--- config.mk ---
export PLATFORM = sky130hd
export DESIGN_NAME = burst_write_sequencer_flat
export DESIGN_NICKNAME = d
export VERILOG_FILES = /design/src/rtl/burst_write_sequencer_if.sv /design/src/rtl/burst_write_sequencer.sv /design/src/flat_wrapper.sv
export SDC_FILE = /design/constraint.sdc
export NUM_CORES = 1
export LEC_CHECK = 0
export BUFFER_PORTS_ARGS = -buffer_cell sky130_fd_sc_hd__buf_2
export CAP_MARGIN = 5
export CORE_ASPECT_RATIO = 2
export CORE_UTILIZATION = 25
export DETAILED_ROUTE_END_ITERATION = 10
export MAX_ROUTING_LAYER = met4
export PLACE_DENSITY_LB_ADDON = 0.3
export SYNTH_ARGS = -nofsm -noshare
export SYNTH_HDL_FRONTEND = slang
export SYNTH_SLANG_ARGS = --single-unit
--- constraint.sdc ---
create_clock -name clk -period 2.82 [get_ports clk]
set_clock_uncertainty 0.05 [all_clocks]
set_input_delay 0.423 -clock clk [delete_from_list [all_inputs] [get_ports clk]]
set_output_delay 0.423 -clock clk [all_outputs]
set_load 0.05 [all_outputs]
--- src/rtl/burst_write_sequencer_if.sv ---
// AXI4 write-channel bundle (AW, W, B) between the burst sequencer and the master port.
// Suffixes are from the sequencer's point of view: _o driven by the master, _i by the slave.
interface burst_write_sequencer_if #(
  parameter int DATA_WIDTH = 32,
  parameter int ADDR_WIDTH = 32
);
  logic [ADDR_WIDTH-1:0]   m_awaddr_o;
  logic [7:0]              m_awlen_o;
  logic [2:0]              m_awsize_o;
  logic [1:0]              m_awburst_o;
  logic                    m_awvalid_o;
  logic                    m_awready_i;
  logic [DATA_WIDTH-1:0]   m_wdata_o;
  logic [DATA_WIDTH/8-1:0] m_wstrb_o;
  logic                    m_wlast_o;
  logic                    m_wvalid_o;
  logic                    m_wready_i;
  logic [1:0]              m_bresp_i;
  logic                    m_bvalid_i;
  logic                    m_bready_o;

  modport master (
    output m_awaddr_o, m_awlen_o, m_awsize_o, m_awburst_o, m_awvalid_o,
    output m_wdata_o, m_wstrb_o, m_wlast_o, m_wvalid_o, m_bready_o,
    input  m_awready_i, m_wready_i, m_bresp_i, m_bvalid_i
  );

  modport slave (
    input  m_awaddr_o, m_awlen_o, m_awsize_o, m_awburst_o, m_awvalid_o,
    input  m_wdata_o, m_wstrb_o, m_wlast_o, m_wvalid_o, m_bready_o,
    output m_awready_i, m_wready_i, m_bresp_i, m_bvalid_i
  );
endinterface

--- src/rtl/burst_write_sequencer.sv ---
// Issues ping-pong INCR write bursts of an incrementing counter; AW, then W beats, then B, strictly in order.
// Optional ERR_HALT_EN: an error response ends the session until cfg_enable_i is seen low then high again.
module burst_write_sequencer #(
  parameter int DATA_WIDTH = 32,
  parameter int ADDR_WIDTH = 32,
  parameter int CNT_WIDTH  = 16
) (
  input  logic                  clk,
  input  logic                  areset,
  input  logic                  cfg_enable_i,
  input  logic [ADDR_WIDTH-1:0] cfg_addr0_i,
  input  logic [ADDR_WIDTH-1:0] cfg_addr1_i,
  input  logic [7:0]            cfg_length_i,
  input  logic [DATA_WIDTH-1:0] cfg_incr_i,
  burst_write_sequencer_if.master m,
  output logic                  busy_o,
  output logic                  buf_sel_o,
  output logic [CNT_WIDTH-1:0]  burst_cnt_o,
  output logic                  err_o
);
  typedef enum logic [1:0] {IDLE, ADDR, DATA, RESP} state_t;

  state_t                state_q, state_d;
  logic [DATA_WIDTH-1:0] cnt_q, cnt_d;
  logic [7:0]            beat_q, beat_d;
  logic [CNT_WIDTH-1:0]  burst_cnt_q, burst_cnt_d;
  logic                  buf_sel_q, buf_sel_d;
  logic                  err_q, err_d;
  logic [7:0]            len_q, len_d;
  logic [DATA_WIDTH-1:0] incr_q, incr_d;
  logic [ADDR_WIDTH-1:0] awaddr_q, awaddr_d;
  logic [7:0]            awlen_q, awlen_d;

  logic cfg_ok, resp_err, last_beat, may_start, halt_now;

  assign cfg_ok    = cfg_enable_i && (cfg_length_i != 8'd0);
  assign resp_err  = (m.m_bresp_i != 2'b00);
  assign last_beat = (beat_q == len_q - 8'd1);

`ifdef ERR_HALT_EN
  // Set by an error response; only a low enable seen in IDLE re-arms session start.
  logic halt_q;
  always_ff @(posedge clk) begin
    if (!areset) begin
      halt_q <= 1'b0;
    end else if (state_q == RESP && m.m_bvalid_i && resp_err) begin
      halt_q <= 1'b1;
    end else if (state_q == IDLE && !cfg_enable_i) begin
      halt_q <= 1'b0;
    end
  end
  assign may_start = cfg_ok && !halt_q;
  assign halt_now  = resp_err;
`else
  assign may_start = cfg_ok;
  assign halt_now  = 1'b0;
`endif

  always_comb begin
    state_d     = state_q;
    cnt_d       = cnt_q;
    beat_d      = beat_q;
    burst_cnt_d = burst_cnt_q;
    buf_sel_d   = buf_sel_q;
    err_d       = err_q;
    len_d       = len_q;
    incr_d      = incr_q;
    awaddr_d    = awaddr_q;
    awlen_d     = awlen_q;
    unique case (state_q)
      IDLE: begin
        if (may_start) begin
          cnt_d       = '0;
          beat_d      = 8'd0;
          burst_cnt_d = '0;
          buf_sel_d   = 1'b0;
          err_d       = 1'b0;
          len_d       = cfg_length_i;
          incr_d      = cfg_incr_i;
          awaddr_d    = cfg_addr0_i;
          awlen_d     = cfg_length_i - 8'd1;
          state_d     = ADDR;
        end
      end
      ADDR: begin
        if (m.m_awready_i) state_d = DATA;
      end
      DATA: begin
        if (m.m_wready_i) begin
          cnt_d  = cnt_q + incr_q;
          beat_d = beat_q + 8'd1;
          if (last_beat) begin
            beat_d  = 8'd0;
            state_d = RESP;
          end
        end
      end
      RESP: begin
        if (m.m_bvalid_i) begin
          burst_cnt_d = burst_cnt_q + CNT_WIDTH'(1);
          buf_sel_d   = ~buf_sel_q;
          err_d       = err_q | resp_err;
          // Config is resampled only here, at the burst boundary; address follows the toggled buffer.
          if (cfg_ok && !halt_now) begin
            len_d    = cfg_length_i;
            incr_d   = cfg_incr_i;
            awaddr_d = buf_sel_q ? cfg_addr0_i : cfg_addr1_i;
            awlen_d  = cfg_length_i - 8'd1;
            state_d  = ADDR;
          end else begin
            state_d = IDLE;
          end
        end
      end
      default: state_d = IDLE;
    endcase
  end

  always_ff @(posedge clk) begin
    if (!areset) begin
      state_q     <= IDLE;
      cnt_q       <= '0;
      beat_q      <= 8'd0;
      burst_cnt_q <= '0;
      buf_sel_q   <= 1'b0;
      err_q       <= 1'b0;
      len_q       <= 8'd0;
      incr_q      <= '0;
      awaddr_q    <= '0;
      awlen_q     <= 8'd0;
    end else begin
      state_q     <= state_d;
      cnt_q       <= cnt_d;
      beat_q      <= beat_d;
      burst_cnt_q <= burst_cnt_d;
      buf_sel_q   <= buf_sel_d;
      err_q       <= err_d;
      len_q       <= len_d;
      incr_q      <= incr_d;
      awaddr_q    <= awaddr_d;
      awlen_q     <= awlen_d;
    end
  end

  assign m.m_awaddr_o  = awaddr_q;
  assign m.m_awlen_o   = awlen_q;
  assign m.m_awsize_o  = 3'($clog2(DATA_WIDTH / 8));
  assign m.m_awburst_o = 2'b01;
  assign m.m_awvalid_o = (state_q == ADDR);
  assign m.m_wdata_o   = cnt_q;
  assign m.m_wstrb_o   = '1;
  assign m.m_wlast_o   = (state_q == DATA) && last_beat;
  assign m.m_wvalid_o  = (state_q == DATA);
  assign m.m_bready_o  = (state_q == RESP);

  assign busy_o      = (state_q != IDLE);
  assign buf_sel_o   = buf_sel_q;
  assign burst_cnt_o = burst_cnt_q;
  assign err_o       = err_q;
endmodule

--- src/flat_wrapper.sv ---
// flat-port wrapper written by rule: the top's interface ports become plain ports
module burst_write_sequencer_flat 
#(
  parameter int DATA_WIDTH = 32,
  parameter int ADDR_WIDTH = 32,
  parameter int CNT_WIDTH  = 16
)
  (clk, areset, cfg_enable_i, cfg_addr0_i, cfg_addr1_i, cfg_length_i, cfg_incr_i, busy_o, buf_sel_o, burst_cnt_o, err_o, m_m_awaddr_o, m_m_awlen_o, m_m_awsize_o, m_m_awburst_o, m_m_awvalid_o, m_m_wdata_o, m_m_wstrb_o, m_m_wlast_o, m_m_wvalid_o, m_m_bready_o, m_m_awready_i, m_m_wready_i, m_m_bresp_i, m_m_bvalid_i);
  burst_write_sequencer_if #(.DATA_WIDTH(DATA_WIDTH), .ADDR_WIDTH(ADDR_WIDTH)) m_i ();
  input  logic clk;
  input  logic areset;
  input  logic cfg_enable_i;
  input  logic [ADDR_WIDTH-1:0] cfg_addr0_i;
  input  logic [ADDR_WIDTH-1:0] cfg_addr1_i;
  input  logic [7:0] cfg_length_i;
  input  logic [DATA_WIDTH-1:0] cfg_incr_i;
  output logic busy_o;
  output logic buf_sel_o;
  output logic [CNT_WIDTH-1:0] burst_cnt_o;
  output logic err_o;
  output wire logic [$bits(m_i.m_awaddr_o)-1:0] m_m_awaddr_o;
  output wire logic [$bits(m_i.m_awlen_o)-1:0] m_m_awlen_o;
  output wire logic [$bits(m_i.m_awsize_o)-1:0] m_m_awsize_o;
  output wire logic [$bits(m_i.m_awburst_o)-1:0] m_m_awburst_o;
  output wire logic [$bits(m_i.m_awvalid_o)-1:0] m_m_awvalid_o;
  output wire logic [$bits(m_i.m_wdata_o)-1:0] m_m_wdata_o;
  output wire logic [$bits(m_i.m_wstrb_o)-1:0] m_m_wstrb_o;
  output wire logic [$bits(m_i.m_wlast_o)-1:0] m_m_wlast_o;
  output wire logic [$bits(m_i.m_wvalid_o)-1:0] m_m_wvalid_o;
  output wire logic [$bits(m_i.m_bready_o)-1:0] m_m_bready_o;
  input wire logic [$bits(m_i.m_awready_i)-1:0] m_m_awready_i;
  input wire logic [$bits(m_i.m_wready_i)-1:0] m_m_wready_i;
  input wire logic [$bits(m_i.m_bresp_i)-1:0] m_m_bresp_i;
  input wire logic [$bits(m_i.m_bvalid_i)-1:0] m_m_bvalid_i;
  assign m_m_awaddr_o = m_i.m_awaddr_o;
  assign m_m_awlen_o = m_i.m_awlen_o;
  assign m_m_awsize_o = m_i.m_awsize_o;
  assign m_m_awburst_o = m_i.m_awburst_o;
  assign m_m_awvalid_o = m_i.m_awvalid_o;
  assign m_m_wdata_o = m_i.m_wdata_o;
  assign m_m_wstrb_o = m_i.m_wstrb_o;
  assign m_m_wlast_o = m_i.m_wlast_o;
  assign m_m_wvalid_o = m_i.m_wvalid_o;
  assign m_m_bready_o = m_i.m_bready_o;
  assign m_i.m_awready_i = m_m_awready_i;
  assign m_i.m_wready_i = m_m_wready_i;
  assign m_i.m_bresp_i = m_m_bresp_i;
  assign m_i.m_bvalid_i = m_m_bvalid_i;
  burst_write_sequencer #(.DATA_WIDTH(DATA_WIDTH), .ADDR_WIDTH(ADDR_WIDTH), .CNT_WIDTH(CNT_WIDTH)) u_core (.clk(clk), .areset(areset), .cfg_enable_i(cfg_enable_i), .cfg_addr0_i(cfg_addr0_i), .cfg_addr1_i(cfg_addr1_i), .cfg_length_i(cfg_length_i), .cfg_incr_i(cfg_incr_i), .m(m_i), .busy_o(busy_o), .buf_sel_o(buf_sel_o), .burst_cnt_o(burst_cnt_o), .err_o(err_o));
endmodule
==> results of run 1 <==
kinds of logic after synthesis:
logic type | after synthesis
AO/OA/AOI/OAI | 235
XOR/XNOR | 60
adder cells (fa/ha/maj) | 41
multiplexers | 39
buffers and inverters | 78
flip-flops | 140
AND/OR/NAND/NOR | 317
other | 2
state kept, by name, summed over array words and instances, names as in the netlist:
name	flops
u_core.burst_cnt_o	16
u_core.m.m_awlen_o	8
u_core.buf_sel_o	1
u_core.m.m_wdata_o	32
u_core.err_o	1
u_core.incr_q	32
u_core.len_q	8
u_core.state_q	2
u_core.beat_q	8
u_core.m.m_awaddr_o	32
area by class of cell:
class | instances | area [sq um]
multi-input combinational | 701 | 4574
antenna | 3 | 7.507
fill | 3303 | 20380
inverter | 22 | 82.58
clock buffer | 18 | 429.2
tap | 368 | 460.4
timing repair buffer | 232 | 1279
sequential | 140 | 2805
clock inverter | 14 | 158.9
through the flow:
stage	area (sq um)	worst slack (ns)	instances	power [mW]	utilization [%]
2_1_floorplan	7679	0.02567	919	4.914	-
3_3_place_gp	9175	0.02139	1463	5.877	30.40
3_5_place_dp	9175	0.02190	1463	5.908	30.40
4_1_cts	9766	-0.004746	1495	8.223	32.36
5_1_grt	9797	0.00006706	1498	8.597	32.46
6_report	9797	0.1166	1498	8.078	32.46
layer usage:
metal	part of all wire, %	wire length [microns]	track usage [%]	up-vias
li1	-	-	-	3598
met1	35	7875	13.42	3250
met5	0	0	-	-
met4	2.3	501	6.167	0
met3	5.2	1148	3.280	26
met2	57	12710	29.68	178
synth_stat cells (9+ instances only):
| cell | count |
|---|---|
| nor2_1 | 52 |
| dfxtp_1 | 140 |
| o21ai_0 | 42 |
| clkbuf_1 | 42 |
| xnor2_1 | 32 |
| buf_4 | 9 |
| ha_1 | 40 |
| inv_1 | 22 |
| a22oi_1 | 11 |
| nand2_1 | 185 |
| nor2b_1 | 12 |
| a21boi_0 | 43 |
| a21oi_1 | 43 |
| nand3_1 | 12 |
| mux2i_1 | 37 |
| o211a_1 | 42 |
| xor2_1 | 28 |
| nor3_1 | 10 |
| nand4_1 | 14 |
where the power goes:
| group | internal, mW | switching, mW | leakage [nW] |
|---|---|---|---|
| Sequential | 2.32 | 0.226 | 1.14 |
| Combinational | 1.04 | 2.23 | 3.41 |
| Clock | 1.32 | 0.940 | 0.282 |
| Total | 4.68 | 3.40 | 4.83 |
worst reg2reg max path, stage by stage (launching register included):
cell and delay (ns):
dfxtp_2 0.32, ha_1 0.23, fa_1 0.41, a21o_1 0.20
a31o_2 0.28, a41oi_2 0.26, o31a_1 0.24, o31ai_2 0.11
nor4b_1 0.16, or3_1 0.34
what timing repair did:
item	4_1_cts	5_1_grt
endpoints found under the hold margin	0	0
setup endpoints to repair	3	8
gates resized for setup	1	7
worst max path at each step:
stage / endpoint / slack, ns / depth (start not counted)
after floorplan: u_core.m.m_wdata_o[30]$_SDFFE_PN0P_ / 0.03 / 9
after global placement: u_core.m.m_wdata_o[11]$_SDFFE_PN0P_ / 0.02 / 8
after detailed placement: u_core.m.m_wdata_o[31]$_SDFFE_PN0P_ / 0.02 / 8
after CTS: u_core.m.m_wdata_o[31]$_SDFFE_PN0P_ / -0.005 / 8
after global routing: m_m_wlast_o / 0.00007 / 8
final: u_core.m.m_wdata_o[30]$_SDFFE_PN0P_ / 0.12 / 9
==> run_results.csv, run 1 <==
group,metric,value,unit
place,hpwl,17.59,mm
power_and_ir_drop,p_leak,4.835,nW
setup_path,slowest_stage,"fa_1",
cts,ctsHoldBuffers,0,
cts,worstSkewPairLatency,0.43,ns
layout,area_growth,28.07,%
cts,cts_buffer_depth,2,
detailed_routing,num_vias,7052,
grt,overflow,0,
setup_path,cp_data_arrival_time,2.97,ns
sta,worst_pin_slew,0.5812,ns
detailed_routing,dr.pass1.iters,7,
layout,drive_above_1_share,24.76,%
cts,htreeDepth,4,
place,port_buffers,206,
synthesis,syn_avg_cell_area,8.388,sq um
place,gp_congestion,0.8594,
setup_path,crit_buf_inv,0,
setup_path,cp-startpoint,"u_core.m.m_wdata_o[0]$_SDFFE_PN0P_",
detailed_routing,ant_nets,0,
synthesis,yosysSeqAreaShare,36.64,%
synthesis,synthTopCellsByArea,"dfxtp_1, nand2_1, ha_1",
grt,grt_max_degree,54,
synthesis,postSynthCellCount,912,
synthesis,synth_cell_types,56,
setup_path,rr_worst_depth,9,
setup_path,cp-start-kind,"flop",
synthesis,synth_area,7650,sq um
layout,fin_nets,1267,
synthesis,yosys.area.top_type,"dfxtp_1",
synthesis,post_synth_xor_area_fraction,6.869,%
synthesis,synth-simple-area-share,17.96,%
synthesis,ys_seq_elements,140,
detailed_routing,viasPerCell,4.708,
setup_path,crit_family,"compound AO/OA/AOI/OAI gates",
floorplanning,die_h,249.4,microns
synthesis,async_flop_share,0,%
layout,final_cell_mix,"buf_2, nand2_1, dfxtp_1, nor2_1",
detailed_routing,routed_wl,22.23,mm
synthesis,yosysTopAreaCellShare,36.64,%
setup_path,crit-reg2reg-launch,"u_core.m.m_wdata_o[0]$_SDFFE_PN0P_",
floorplanning,core.rowCount,90,
cts,cts_setup_buffers,0,
hold_path,holdPathStages,3,
synthesis,synth-adder-area-share,6.804,%
setup_path,cp_max_fo,3,
synthesis,synth_compound_gate_area_share,22.15,%
setup_path,setup.worst_path.end_class,"flop",
sta,min_period_over_period,95.86,%
sta,relSlewSlack,61.00,%
grt,antenna_found_initial,3,
sta,rsz0062_at_grt,"false",
sta,hold_viol,0,
sta,setup_violations,0,
cts,cts.sinks,140,
floorplanning,ios,216,
grt,track_usage,15.03,%
power_and_ir_drop,max-vdd-ir-drop,451.1,uV
floorplanning,die_x,125.7,microns
hold_path,min_to,"u_core.incr_q[27]$_SDFFE_PN0P_",
run,cap_viol_max_count,0,
cts,path_clk_slew,0.06,ns
setup_path,cp.required,3.08,ns
synthesis,synth_edf_count,0,
power_and_ir_drop,cellPowerDensity,824.5,nW/um^2
sta,fin_crit,2.703,ns
setup_path,r2r_end,"u_core.m.m_wdata_o[30]$_SDFFE_PN0P_",
cts,cts_tree,"yes",
sta,slew_viol_final,0,
synthesis,ys_warn_count,0,
floorplanning,start_util,25.35,%
setup_path,r2r_slack,0.12,ns
floorplanning,coreArea,30180,sq um
detailed_routing,wire_per_inst,14.84,microns
grt,grt_pass1_wl,35.58,mm
detailed_routing,first_iter_violations,208,
synthesis,synth.area.mux_share,5.136,%
floorplanning,dieArea,31340,sq um
run_status,violations,"design-rule violations",
grt,grt_pass1_vias,7007,
sta,worst_hold_slack,0.1869,ns
hold_path,min-delay-start,"cfg_incr_i[27]",
synthesis,synth-main-ff-cell,"dfxtp_1",
layout,final_common_cell,"buf_2",
hold_path,hp-class,"in2reg",
sta,max_freq,369.9,MHz
synthesis,synth_top_family_by_area,"compound AO/OA/AOI/OAI gates",
detailed_routing,drc,9,
run_status,run_status,"complete, but fails checks",
setup_path,crit_chain,"ha_1 -> fa_1 -> a21o_1 -> a31o_2 -> a41oi_2 -> o31a_1 -> o31ai_2 -> nor4b_1 -> or3_1",
sta,setup_tns,0,ns
cts,root_buffer,"clkbuf_16",
setup_path,crit_type,"reg2reg",
cts,numCtsBuffers,17,
setup_path,cp_slowest_stage_delay,0.40,ns
No activity file was read; power rests on OpenSTA's default activity.
==> inputs of run 2 (changes only) <==
GPL_TIMING_DRIVEN = 0   (was unset)
==> run_results.csv, run 2 (synthesized netlist as in run 1, its figures left out) <==
group,metric,value,unit
cts,cts_buffer_depth,2,
detailed_routing,ant_nets,0,
cts,ctsHoldBuffers,0,
power_and_ir_drop,seq_power_share,30.2,%
sta,rsz0062_at_grt,"true",
setup_path,cp-start-kind,"flop",
cts,worstSkewPairLatency,0.44,ns
layout,finalCoreUtilization,32.95,%
hold_path,hp-class,"in2reg",
floorplanning,ios,216,
layout,drive_above_1_share,24.16,%
power_and_ir_drop,p_int,4.933,mW
place,hpwl,19.52,mm
run_status,violations,"design-rule violations",
detailed_routing,dr.pass1.iters,8,
grt,antenna_found_initial,0,
floorplanning,start_util,25.35,%
place,gp_congestion,0.8717,
grt,grt_pass1_wl,38.54,mm
detailed_routing,routed_wl,24.51,mm
layout,antenna_cells,0,
sta,worst_slack,0.07014,ns
power_and_ir_drop,pwr-share-comb,39.1,%
floorplanning,core.rowCount,90,
detailed_routing,num_vias,7316,
place,placed_area,9165,sq um
layout,final_common_cell,"buf_2",
floorplanning,die_x,125.7,microns
sta,worst_pin_slew,0.7806,ns
setup_path,cp_data_arrival_time,3.02,ns
floorplanning,die_h,249.4,microns
power_and_ir_drop,cellPowerDensity,848.7,nW/um^2
detailed_routing,wire_per_inst,16.05,microns
detailed_routing,first_iter_violations,284,
cts,root_buffer,"clkbuf_16",
grt,track_usage,16.55,%
sta,fin_crit,2.750,ns
layout,final_cell_mix,"buf_2, nand2_1, dfxtp_1, nor2_1",
setup_path,crit_type,"reg2reg",
sta,slew_viol_final,0,
setup_path,setup.worst_path.end_class,"flop",
setup_path,cp_max_fo,3,
setup_path,cp.required,3.09,ns
sta,min_period_over_period,97.51,%
place,port_buffers,205,
run_status,run_status,"complete, but fails checks",
run,cap_viol_max_count,0,
cts,cts.sinks,140,
floorplanning,dieArea,31340,sq um
cts,htreeDepth,4,
detailed_routing,viasPerCell,4.791,
power_and_ir_drop,p_leak,4.870,nW
layout,area_growth,29.98,%
grt,overflow,0,
sta,setup_tns,0,ns
sta,setup_violations,0,
cts,path_clk_slew,0.06,ns
grt,grt_pass1_vias,7404,
place,post-place-ws,-0.7002,ns
detailed_routing,drc,9,
floorplanning,coreArea,30180,sq um
power_and_ir_drop,p_clk_share,30.7,%
power_and_ir_drop,power,8.439,mW
sta,max_freq,363.7,MHz
power_and_ir_drop,p_sw,3.506,mW
sta,relSlewSlack,47.96,%
cts,numCtsBuffers,17,
sta,hold_viol,0,
cts,cts_tree,"yes",
layout,fin_nets,1299,
power_and_ir_drop,max-vdd-ir-drop,545.8,uV
layout,design_area,9943,sq um
power_and_ir_drop,swShare,41.54,%
grt,grt_max_degree,17,
==> run 2: cell count changes in the layout (fill, tap and decap cells not counted), moves of 2 or more <==
cell and change:
clkbuf_2 +2, clkbuf_1 +36, bufinv_16 +3, clkbuf_8 +3, nor3_2 +2, buf_12 -4, inv_6 -4, buf_4 -9
diode_2 -3, nor3_1 -2, buf_2 +4
==> run 2: path summary, 6_finish.rpt <==
kind / startpoint / end / slack, ns / depth (start not counted)
min: cfg_incr_i[12] / u_core.incr_q[12]$_SDFFE_PN0P_ / 0.18 / 3
max reg2reg: u_core.incr_q[0]$_SDFFE_PN0P_ / u_core.m.m_wdata_o[30]$_SDFFE_PN0P_ / 0.07 / 9
min reg2reg: u_core.err_o$_SDFFE_PN0P_ / u_core.err_o$_SDFFE_PN0P_ / 0.40 / 2
max: u_core.incr_q[0]$_SDFFE_PN0P_ / u_core.m.m_wdata_o[30]$_SDFFE_PN0P_ / 0.07 / 9
==> run 2: through the flow <==
step                std cells  hold WS [ns]
finish                   1527        0.1823
global route             1527        0.1716
CTS                      1529        0.1568
detailed placement       1492        0.3909
global placement         1492        0.3826
floorplan                 919        0.3972
==> run 2: repair_timing <==
item                       CTS  global route
setup buffers                5             0
gates resized for setup     14             9
pin swaps                    4             4
setup endpoints to repair  103            66
==> run 2: worst max-delay path, stage by stage (launching register included) <==
cell	delay, ns
dfxtp_1	0.35
ha_2	0.21
fa_2	0.22
a21o_1	0.16
a31o_2	0.21
a41oi_2	0.15
o31a_1	0.40
o31ai_2	0.44
nor2_1	0.08
or3_1	0.37
==> run 2: final cells by class <==
cell class                 instances  area (sq um)
fill                            3283         20240
multi-input combinational        701          4603
sequential                       140          2806
timing repair buffer             210          1070
clock buffer                      20         466.7
tap                              368         460.4
buffer                            54         245.2
clock inverter                    12         209.0
inverter                          22         82.58
==> run 2: power by group through the flow <==
stage,Sequential (mW),Clock (mW),Combinational [mW]
floorplan,3.25,0,1.66
global placement,2.58,0,3.26
detailed placement,2.59,0,3.29
CTS,2.55,2.67,3.37
global route,2.60,2.76,3.61
finish,2.55,2.59,3.30
==> run 2: layer usage <==
metal | wire [microns] | track usage [%] | up-vias
li1 | - | - | 3657
met1 | 8640 | 14.56 | 3441
met2 | 14380 | 33.38 | 188
met3 | 882 | 2.830 | 30
met4 | 606 | 7.143 | 0
met5 | 0 | - | -
